**config.mk**
```make
export PLATFORM = sky130hd
export DESIGN_NAME = uart_fifo
export DESIGN_NICKNAME = d
export VERILOG_FILES = /design/src/rtl/uart_pkg.sv /design/src/rtl/sync_fifo.sv /design/src/rtl/uart_fifo.sv
export SDC_FILE = /design/constraint.sdc
export NUM_CORES = 1
export LEC_CHECK = 0
export BUFFER_PORTS_ARGS = -buffer_cell sky130_fd_sc_hd__buf_2
export CAP_MARGIN = 15
export CORE_ASPECT_RATIO = 1.75
export CORE_MARGIN = 4
export CORE_UTILIZATION = 40
export DETAILED_ROUTE_END_ITERATION = 16
export SLEW_MARGIN = 20
export SYNTH_ARGS = -nofsm -noshare
export SYNTH_HDL_FRONTEND = slang
export SYNTH_SLANG_ARGS = --single-unit
```
**constraint.sdc**
```tcl
create_clock -name clk -period 4 [get_ports clk]
set_clock_uncertainty 0.15 [all_clocks]
set_input_delay 0.4 -clock clk [delete_from_list [all_inputs] [get_ports clk]]
set_output_delay 0.4 -clock clk [all_outputs]
set_load 0.01 [all_outputs]
```
**src/rtl/uart_pkg.sv**
```systemverilog
// uart_pkg: shared UART types, state encodings and the oversample constant.
package uart_pkg;
   localparam int OVERSAMPLE = 16;
   typedef enum logic [1:0] {PAR_NONE, PAR_EVEN, PAR_ODD, PAR_RSVD} parity_t;
   typedef enum logic [2:0] {TX_IDLE, TX_START, TX_DATA, TX_PARITY, TX_STOP} tx_state_t;
   typedef enum logic [2:0] {RX_IDLE, RX_START, RX_DATA, RX_PARITY, RX_STOP} rx_state_t;
   function automatic logic par_on(parity_t p);
      return p == PAR_EVEN || p == PAR_ODD;
   endfunction
endpackage

```
**src/rtl/sync_fifo.sv**
```systemverilog
// sync_fifo: show-ahead FIFO with extra-MSB pointers; head reads 0 while empty.
module sync_fifo #(
   parameter int WIDTH = 8,
   parameter int DEPTH = 16
) (
   input  logic             clk,
   input  logic             rst_n,
   input  logic             wr_en,
   input  logic [WIDTH-1:0] wr_data,
   input  logic             rd_en,
   output logic [WIDTH-1:0] rd_data,
   output logic             full,
   output logic             empty
);
   localparam int AW = $clog2(DEPTH);
   logic [WIDTH-1:0] mem [DEPTH];
   logic [AW:0] wptr, rptr;
   logic do_wr, do_rd;
   assign empty = wptr == rptr;
   assign full = wptr[AW] != rptr[AW] && wptr[AW-1:0] == rptr[AW-1:0];
   assign do_rd = rd_en && !empty;
   // a pop in the same clk frees the slot, so a push into a full FIFO still lands
   assign do_wr = wr_en && (!full || do_rd);
   assign rd_data = empty ? '0 : mem[rptr[AW-1:0]];
   always_ff @(posedge clk or negedge rst_n)
      if (!rst_n) begin
         wptr <= '0;
         rptr <= '0;
      end else begin
         if (do_wr) wptr <= wptr + 1'b1;
         if (do_rd) rptr <= rptr + 1'b1;
      end
   always_ff @(posedge clk)
      if (do_wr) mem[wptr[AW-1:0]] <= wr_data;
endmodule

```
**src/rtl/uart_fifo.sv**
```systemverilog
// uart_fifo: 16x-oversampled UART with TX/RX FIFOs, optional parity and sticky errors.
module uart_fifo
   import uart_pkg::*;
#(
   parameter int DATA_BITS  = 8,
   parameter int FIFO_DEPTH = 16
) (
   input  logic                 clk,
   input  logic                 rst_n,
   input  logic [15:0]          baud_div,
   input  logic [1:0]           parity_mode,
   input  logic                 stop2,
   input  logic                 tx_wr_en,
   input  logic [DATA_BITS-1:0] tx_wr_data,
   output logic                 tx_full,
   output logic                 tx_empty,
   output logic                 tx_busy,
   output logic                 tx,
   input  logic                 rx,
   input  logic                 rx_rd_en,
   output logic [DATA_BITS-1:0] rx_rd_data,
   output logic                 rx_empty,
   output logic                 rx_full,
   output logic                 parity_err,
   output logic                 frame_err,
   output logic                 rx_overrun,
   input  logic                 err_clr
);
   parity_t pm;
   logic [15:0] div, tcnt;
   logic tick;
   assign pm = parity_t'(parity_mode);
   assign div = baud_div == 16'd0 ? 16'd1 : baud_div;
   assign tick = tcnt >= div - 16'd1;
   always_ff @(posedge clk or negedge rst_n)
      if (!rst_n) tcnt <= '0;
      else tcnt <= tick ? '0 : tcnt + 16'd1;
   tx_state_t tx_st, tx_nx;
   logic [4:0] tx_cnt;
   logic [2:0] tx_bit;
   logic [DATA_BITS-1:0] tx_sh, tx_head;
   logic tx_par, tx_pen, tx_s2, tx_load, tx_bit_end;
   sync_fifo #(.WIDTH(DATA_BITS), .DEPTH(FIFO_DEPTH)) u_tx_fifo (
      .clk(clk), .rst_n(rst_n), .wr_en(tx_wr_en), .wr_data(tx_wr_data),
      .rd_en(tx_load), .rd_data(tx_head), .full(tx_full), .empty(tx_empty)
   );
   assign tx_bit_end = tick && tx_cnt == ((tx_st == TX_STOP && tx_s2) ? 5'd31 : 5'd15);
   assign tx_busy = tx_st != TX_IDLE || !tx_empty;
   assign tx = tx_st == TX_START ? 1'b0 : tx_st == TX_DATA ? tx_sh[0] : tx_st == TX_PARITY ? tx_par : 1'b1;
   always_comb begin
      tx_nx = tx_st;
      tx_load = 1'b0;
      case (tx_st)
         TX_IDLE:   tx_load = tick && !tx_empty;
         TX_START:  if (tx_bit_end) tx_nx = TX_DATA;
         TX_DATA:   if (tx_bit_end && tx_bit == 3'(DATA_BITS-1)) tx_nx = tx_pen ? TX_PARITY : TX_STOP;
         TX_PARITY: if (tx_bit_end) tx_nx = TX_STOP;
         TX_STOP:   if (tx_bit_end) begin
            tx_load = !tx_empty;
            tx_nx = TX_IDLE;
         end
         default:   tx_nx = TX_IDLE;
      endcase
      if (tx_load) tx_nx = TX_START;
   end
   always_ff @(posedge clk or negedge rst_n)
      if (!rst_n) begin
         tx_st <= TX_IDLE;
         tx_cnt <= '0;
         tx_bit <= '0;
         tx_sh <= '0;
         tx_par <= 1'b0;
         tx_pen <= 1'b0;
         tx_s2 <= 1'b0;
      end else begin
         tx_st <= tx_nx;
         if (tx_load) begin
            tx_cnt <= '0;
            tx_bit <= '0;
            tx_sh <= tx_head;
            tx_par <= (pm == PAR_ODD) ^ (^tx_head);
            tx_pen <= par_on(pm);
            tx_s2 <= stop2;
         end else if (tick && tx_st != TX_IDLE) begin
            tx_cnt <= tx_bit_end ? '0 : tx_cnt + 5'd1;
            if (tx_bit_end && tx_st == TX_DATA) begin
               tx_sh <= tx_sh >> 1;
               tx_bit <= tx_bit + 3'd1;
            end
         end
      end
   rx_state_t rx_st, rx_nx;
   logic [1:0] rx_sync;
   logic rxs, rxs_q, mid, rx_end, rx_store, pe_set, fe_set, ov_set;
   logic [3:0] rx_cnt;
   logic [2:0] rx_bit;
   logic [DATA_BITS-1:0] rx_sh;
   logic rx_pen, rx_odd, rx_hold;
   assign rxs = rx_sync[1];
   assign mid = tick && rx_cnt == 4'd7;
   assign rx_end = tick && rx_cnt == 4'd15;
   assign rx_store = rx_st == RX_STOP && !rx_hold && mid && rxs;
   assign fe_set = rx_st == RX_STOP && !rx_hold && mid && !rxs;
   assign pe_set = rx_st == RX_PARITY && mid && (rxs != (rx_odd ^ (^rx_sh)));
   assign ov_set = rx_store && rx_full && !rx_rd_en;
   sync_fifo #(.WIDTH(DATA_BITS), .DEPTH(FIFO_DEPTH)) u_rx_fifo (
      .clk(clk), .rst_n(rst_n), .wr_en(rx_store), .wr_data(rx_sh),
      .rd_en(rx_rd_en), .rd_data(rx_rd_data), .full(rx_full), .empty(rx_empty)
   );
   always_comb begin
      rx_nx = rx_st;
      case (rx_st)
         RX_IDLE:   if (rxs_q && !rxs) rx_nx = RX_START;
         RX_START:  if (mid && rxs) rx_nx = RX_IDLE; else if (rx_end) rx_nx = RX_DATA;
         RX_DATA:   if (rx_end && rx_bit == 3'(DATA_BITS-1)) rx_nx = rx_pen ? RX_PARITY : RX_STOP;
         RX_PARITY: if (rx_end) rx_nx = RX_STOP;
         RX_STOP:   if (rx_hold ? rxs : (mid && rxs)) rx_nx = RX_IDLE;
         default:   rx_nx = RX_IDLE;
      endcase
   end
   // rx_hold marks a broken stop bit: stay in STOP until the line returns high
   always_ff @(posedge clk or negedge rst_n)
      if (!rst_n) begin
         rx_sync <= 2'b11;
         rxs_q <= 1'b1;
         rx_st <= RX_IDLE;
         rx_cnt <= '0;
         rx_bit <= '0;
         rx_sh <= '0;
         rx_pen <= 1'b0;
         rx_odd <= 1'b0;
         rx_hold <= 1'b0;
         parity_err <= 1'b0;
         frame_err <= 1'b0;
         rx_overrun <= 1'b0;
      end else begin
         rx_sync <= {rx_sync[0], rx};
         rxs_q <= rxs;
         rx_st <= rx_nx;
         if (rx_st == RX_IDLE) begin
            rx_cnt <= '0;
            rx_bit <= '0;
            rx_hold <= 1'b0;
            rx_pen <= par_on(pm);
            rx_odd <= pm == PAR_ODD;
         end else if (tick) begin
            rx_cnt <= rx_cnt + 4'd1;
            if (mid && rx_st == RX_DATA) rx_sh <= {rxs, rx_sh[DATA_BITS-1:1]};
            if (rx_end && rx_st == RX_DATA) rx_bit <= rx_bit + 3'd1;
            if (fe_set) rx_hold <= 1'b1;
         end
         parity_err <= pe_set | (parity_err & ~err_clr);
         frame_err <= fe_set | (frame_err & ~err_clr);
         rx_overrun <= ov_set | (rx_overrun & ~err_clr);
      end
endmodule

```
After elaboration in Yosys (flattened, before gate mapping)
Memories as Yosys holds them, arrays and structs flattened. Cells that the tools add are included.

$add $sub $neg: 10. Bitwise gates (word level): 10. Equal/unequal tests: 32. Reductions and logical operators: 55. Order comparisons: 1. Multiplexer cells: 47.

Operators by type and width (count): $mux W3 (19); $mux W8 (5); $mux W16 (2); $pmux W3 S5 (2); $logic_and A1 B1 Y1 (27); $add A5 B1 Y5 const B (5); $mux W5 (4); $add A16 B1 Y16 const B (1); $ge A16 B16 Y1 (1); $logic_not A16 Y1 (1); $reduce_xor A8 Y1 (2); $sub A16 B1 Y16 const B (1); $eq A5 B5 Y1 (3); $eq A3 B2 Y1 const B (4); $eq A3 B3 Y1 const B (4); $mux W1 (12); $reduce_and A5 Y1 (2); $reduce_bool A2 Y1 (5); $ne A3 B2 Y1 const B (3); $eq A4 B4 Y1 (2); $mux W4 (2); $logic_not A1 Y1 (7); $add A3 B1 Y3 const B (2); $eq A3 B1 Y1 const B (2); 20 further kinds (37).

Memories: 2. Logic and storage cells: 181. Output and inout bits: 17. Bits in writable memories: 256. Flip-flop bits (word level): 85. Input port bits: 33.

Memories: u_rx_fifo.mem (words 16, width 8, rd ports 1, clocked after Yosys merged registers in 0, write ports 1, RTL line sync_fifo.sv:16) `logic [WIDTH-1:0] mem [DEPTH];`; u_tx_fifo.mem (words 16, width 8, rd ports 1, clocked after Yosys merged registers in 0, write ports 1, RTL line sync_fifo.sv:16).

Logic depth before layout (Yosys ltp)
Word-level depth: 12. Depth in mapped cells: 19. Mapped depth without buffers: 17.

Modules after synthesis
Synthesis repeated with hierarchy kept, for this count alone.

Cell total of the unflattened synthesis: 925. Area, all modules: 14954.3 um^2.

Modules (own cells, without submodules): sync_fifo at u_rx_fifo (sequential area each 4093.9 um^2, cells each 271, instances 1, area each 5552.8 um^2); sync_fifo at u_tx_fifo (sequential area each 4093.9 um^2, cells each 271, instances 1, area each 5546.6 um^2); uart_fifo (sequential area each 1630.3 um^2, cells each 383, instances 1, area each 3854.9 um^2).

Worst setup path before layout
No wires, ideal clock.

Path kind: input -> register. Start point: input port baud_div[0]. End point: memory u_rx_fifo.mem[3][0], enable pin. Arrival time: 4.119 ns. Data required time: 3.467 ns. Path slack: -0.652 ns. Library setup time: 0.383 ns. Stages on the path: 18. Path through: nor4_1 > nand2_1 > nor4_1 > nor2_1 > ha_1 > nand2_1 > nor3_1 > xnor2_1 > ha_1 > a21o_1 > a21oi_1 > o22ai_1 > a211oi_1 > o21a_1 > nor4_1 > clkbuf_1 > nand2_1 > nor3_1.

Cells in the longest elaborated chain, start to end: 10.

Ends and longest elaborated chain: start: declaration (RTL line uart_fifo.sv:10) `input logic [15:0] baud_div,`; $logic_not A16 Y1 (RTL line uart_fifo.sv:33) `assign div = baud_div == 16'd0 ? 16'd1 : baud_div;`; $mux W16 (*) (RTL line uart_fifo.sv:33); $sub A16 B1 Y16 (*) (RTL line uart_fifo.sv:34) `assign tick = tcnt >= div - 16'd1;`; $ge A16 B16 Y1 (*) (RTL line uart_fifo.sv:34); $logic_and A1 B1 Y1 (*) (RTL line uart_fifo.sv:100) `assign mid = tick && rx_cnt == 4'd7;`; $logic_and A1 B1 Y1 (*) (2 in series) (RTL line uart_fifo.sv:102) `assign rx_store = rx_st == RX_STOP && !rx_hold && mid && rxs;`; $logic_and A1 B1 Y1 (*) (RTL line sync_fifo.sv:23) `assign do_wr = wr_en && (!full || do_rd);`; $mux W1 (*) (RTL line sync_fifo.sv:34) `if (do_wr) mem[wptr[AW-1:0]] <= wr_data;`; $mux W1 (implied by the code) (*) (RTL line sync_fifo.sv:34); end: declaration (RTL line sync_fifo.sv:16).

Every way passes the cells marked *; elsewhere a longest branch is shown, timed or not.

Worst setup path after layout
Start point: input port baud_div[11]. End point: memory u_rx_fifo.mem[13][3], enable pin.

The elaborated chain is that of the path after synthesis.

==> results.cfg <==
[power]
power_mw = 8.83
ir_worst_vdd_v = 0.000435
p_leak_nw = 6.75
power.density_nw_per_um2 = 500

[finish]
layout-drive-gt1-share = 0.257
antenna_cells = 0
multiInputGateArea_sq_um = 5000
flow.area_growth_from_synthesis_pct = 17.4
fillerInstances = 3219
seqCellArea_sq_um = 9820
final_nets = 1190

[run]
drv_cap = 0

[drt]
drt_iter0_markers = 379
postRouteWirelength_microns = 35100
antenna_left = 0
drc = 0
vias = 8697
post_drt_via_cell_ratio = 5.37
first_pass_iters = 4
wire_per_inst_microns = 21.6

[setup_path]
critPathLaunch = baud_div[11]
rr_startpoint = u_tx_fifo.rptr[1]
worstPathBufferInverterCount = 5
cpMaxStageDelayCell = or4_4
rrSetupSlack_ps = 690
rr_worst_depth = 9
required_ps = 4180
cpMostUsedCell = buf_4
critPathTopFamily = simple AND/OR/NAND/NOR gates
max_stage_delay_ps = 550
arrival_ps = 3910
cp-start-kind = input port
worstSetupPathType = input port to flip-flop
end_kind = flip-flop
rr_endpoint = tx_par
path_cells = buf_2, or4_4, nor4_4, nor2_1, ha_1, nand2_1, nor3_1, xnor2_1, ha_1, a21o_1, a21oi_1, o22ai_1, a211oi_2, o21a_1, buf_4, nor4_2, buf_4, buf_12, and3_1, buf_4
worstPathMaxFanout = 14

[yosys]
ys_types = 61
synth-edff-count = 256
synthArstFlopShare = 0.249
syn_nets = 1050
synth_warnings = 0
avgSynthCellArea_sq_um = 15.3
ys.flop_type = edfxtp_1
syn-instance-count = 982
syn_area_sq_um = 15000
yosysSeqAreaShare = 0.653
synth_seq_cells = 341

[global_route]
antenna_found_initial = 0
grt_max_degree = 71
grt.overflow.total = 0
grt_use_total = 0.173
grt_pass1_wl_microns = 54200
grt_pass1_vias = 9347

[hold_path]
hold_class = input port to flip-flop
holdPathEnd = u_rx_fifo.rptr[4]
min_path_cells = 3
min_from = rx_rd_en

[timing]
hold_ws_ps = 38.3
tightestPinTransition_ps = 1010
period_share = 0.931
slew_violations = 0
period_minus_slack_ps = 3730
slew-limit-headroom = 0.327
fmax_mhz = 268
hold_violations = 0
setup_violations = 0

[cts]
cts_buffers = 31
max-clock-path-buffers = 3
htree_levels = 1
cts_tree = built
cts.sinks = 341
clkTransAtPathRegs_ps = 70
clock_latency_ps = 570
root_buffer = clkbuf_16

[floorplan]
start_util = 0.406
num_rows = 93
die_area_sq_um = 40900
die_y_microns = 264
core-area_sq_um = 37000
dieWidth_microns = 155
num_io_pins = 50

[placement]
post-dp-hpwl_microns = 26100
gp_congestion = 0.856
io_buffers = 49

[run_status]
status = completed
==> sequential cells by signal (all words and copies together), names as in the netlist, 2 cells and up <==
signal / flops
u_rx_fifo.mem: 128
u_tx_fifo.mem: 128
tcnt: 16
rx_sh: 8
tx_sh: 8
tx_cnt: 5
u_rx_fifo.rptr: 5
u_rx_fifo.wptr: 5
u_tx_fifo.rptr: 5
u_tx_fifo.wptr: 5
rx_cnt: 4
rx_bit: 3
rx_st: 3
tx_bit: 3
tx_st: 3
rx_sync: 2
==> worst reg2reg max path: stages, from the launching register on <==
cell,delay [ps]
dfrtp_1,770
buf_4,340
mux4_1,290
nor2b_1,180
a211oi_1,470
o211ai_1,180
a211o_1,310
o211a_1,130
or3_1,350
nand3_1,90
==> what timing repair did <==
item / 4_1_cts / 5_1_grt
endpoints found under the hold margin: 71 / 0
buffers inserted: 0 / 1
hold buffers: 4 / 0
endpoints found under the setup margin: 0 / 283
resized for setup: 0 / 5
==> metrics by stage <==
step / cells / utilization / area [sq um] / setup WS [ps] / setup TNS, ps
global placement: 1559 / 0.448 / 16600 / -517 / -126130
floorplan: 982 / - / 15100 / -60.1 / -4520
detailed placement: 1559 / 0.448 / 16600 / -584 / -148720
global route: 1621 / 0.477 / 17600 / -7.48 / -17.3
finish: 1621 / 0.477 / 17600 / 274 / 0
CTS: 1620 / 0.476 / 17600 / 7.78 / 0
==> layout make-up <==
| cell class | instances | area share |
|---|---|---|
| clock inverter | 16 | 0.00908 |
| timing repair buffer | 153 | 0.0659 |
| sequential | 341 | 0.557 |
| inverter | 22 | 0.00468 |
| clock buffer | 41 | 0.0467 |
| multi-input combinational | 573 | 0.283 |
| tap | 475 | 0.0337 |
==> how the worst max path moves through the flow <==
stage | endpoint | slack [ps] | depth (start not counted)
detailed placement | u_rx_fifo.mem[13][0] | -580 | 21
global placement | u_tx_fifo.mem[4][6] | -520 | 19
CTS | u_rx_fifo.mem[13][7] | 8 | 21
finish | u_rx_fifo.mem[13][3] | 270 | 20
global route | u_rx_fifo.mem[2][7] | -7 | 20
floorplan | u_tx_fifo.mem[10][0] | -60 | 17
==> layer usage <==
metal,global-route usage,routed length [microns],share of wire,vias up
met5,0,0,0,-
met4,0.0905,1990,0.057,0
li1,-,-,-,4064
met1,0.169,11500,0.33,4401
met3,0.0211,1070,0.030,74
met2,0.346,20500,0.59,158
==> cell usage in the layout, fill, tap and decap left out, types with 5 or more instances in the layout <==
master       n
edfxtp_1   256
buf_4       91
dfrtp_1     80
nor2_1      56
mux4_2      50
buf_2       48
xnor2_1     47
nand2_1     46
ha_1        35
clkbuf_16   31
nor2b_1     28
and3_1      27
mux2i_1     26
nand3_1     25
inv_1       22
a21oi_1     20
xor2_1      19
mux2_2      19
nand4_1     16
a211oi_1    15
o21ai_0     13
nor3_1      12
buf_12      10
and3_2       9
a22oi_1      9
clkbuf_1     9
o22ai_1      7
a211o_1      7
or3_1        6
mux4_1       6
a21o_1       5
a31oi_1      5
==> synthesized netlist by cell type (all sizes together), types with 4 or more instances <==
cell type	number	area, sq um
edfxtp	256	7690
dfrtp	82	2050
mux4	56	1280
nor2	56	210
xnor2	47	412
nand2	46	173
and3	36	225
ha	35	438
clkbuf	29	109
nor2b	28	175
mux2i	26	260
nand3	25	125
inv	22	82.6
a21oi	20	100
mux2	19	214
xor2	19	166
a211oi	18	145
buf	17	115
nand4	16	100
o21ai	15	75.1
nor3	14	70.1
a22oi	9	67.6
a211o	7	61.3
nor4	7	43.8
o22ai	7	43.8
or3	6	37.5
a21o	5	37.5
a31oi	5	31.3
and2	5	31.3
nand2b	4	25.0
nand4b	4	35.0
o211a	4	40.0
o211ai	4	30.0
o32ai	4	35.0
==> where the power goes <==
group	total (mW)	switching [mW]	leakage [nW]	internal [mW]
Combinational	1.63	0.852	2.71	0.779
Clock	2.87	1.28	0.465	1.59
Sequential	4.33	0.250	3.57	4.08
Total	8.83	2.38	6.75	6.45
==> kinds of logic after synthesis <==
group	Yosys count	synth area share
adders and majority gates	35	0.0291
DFF	341	0.653
xor gates and xnor gates	66	0.0385
AOI/OAI and AO/OA	113	0.0529
and+or+nand+nor	258	0.0891
buffers and inverters	68	0.0204
muxes	101	0.117
Power figures use the tool's default switching activity.
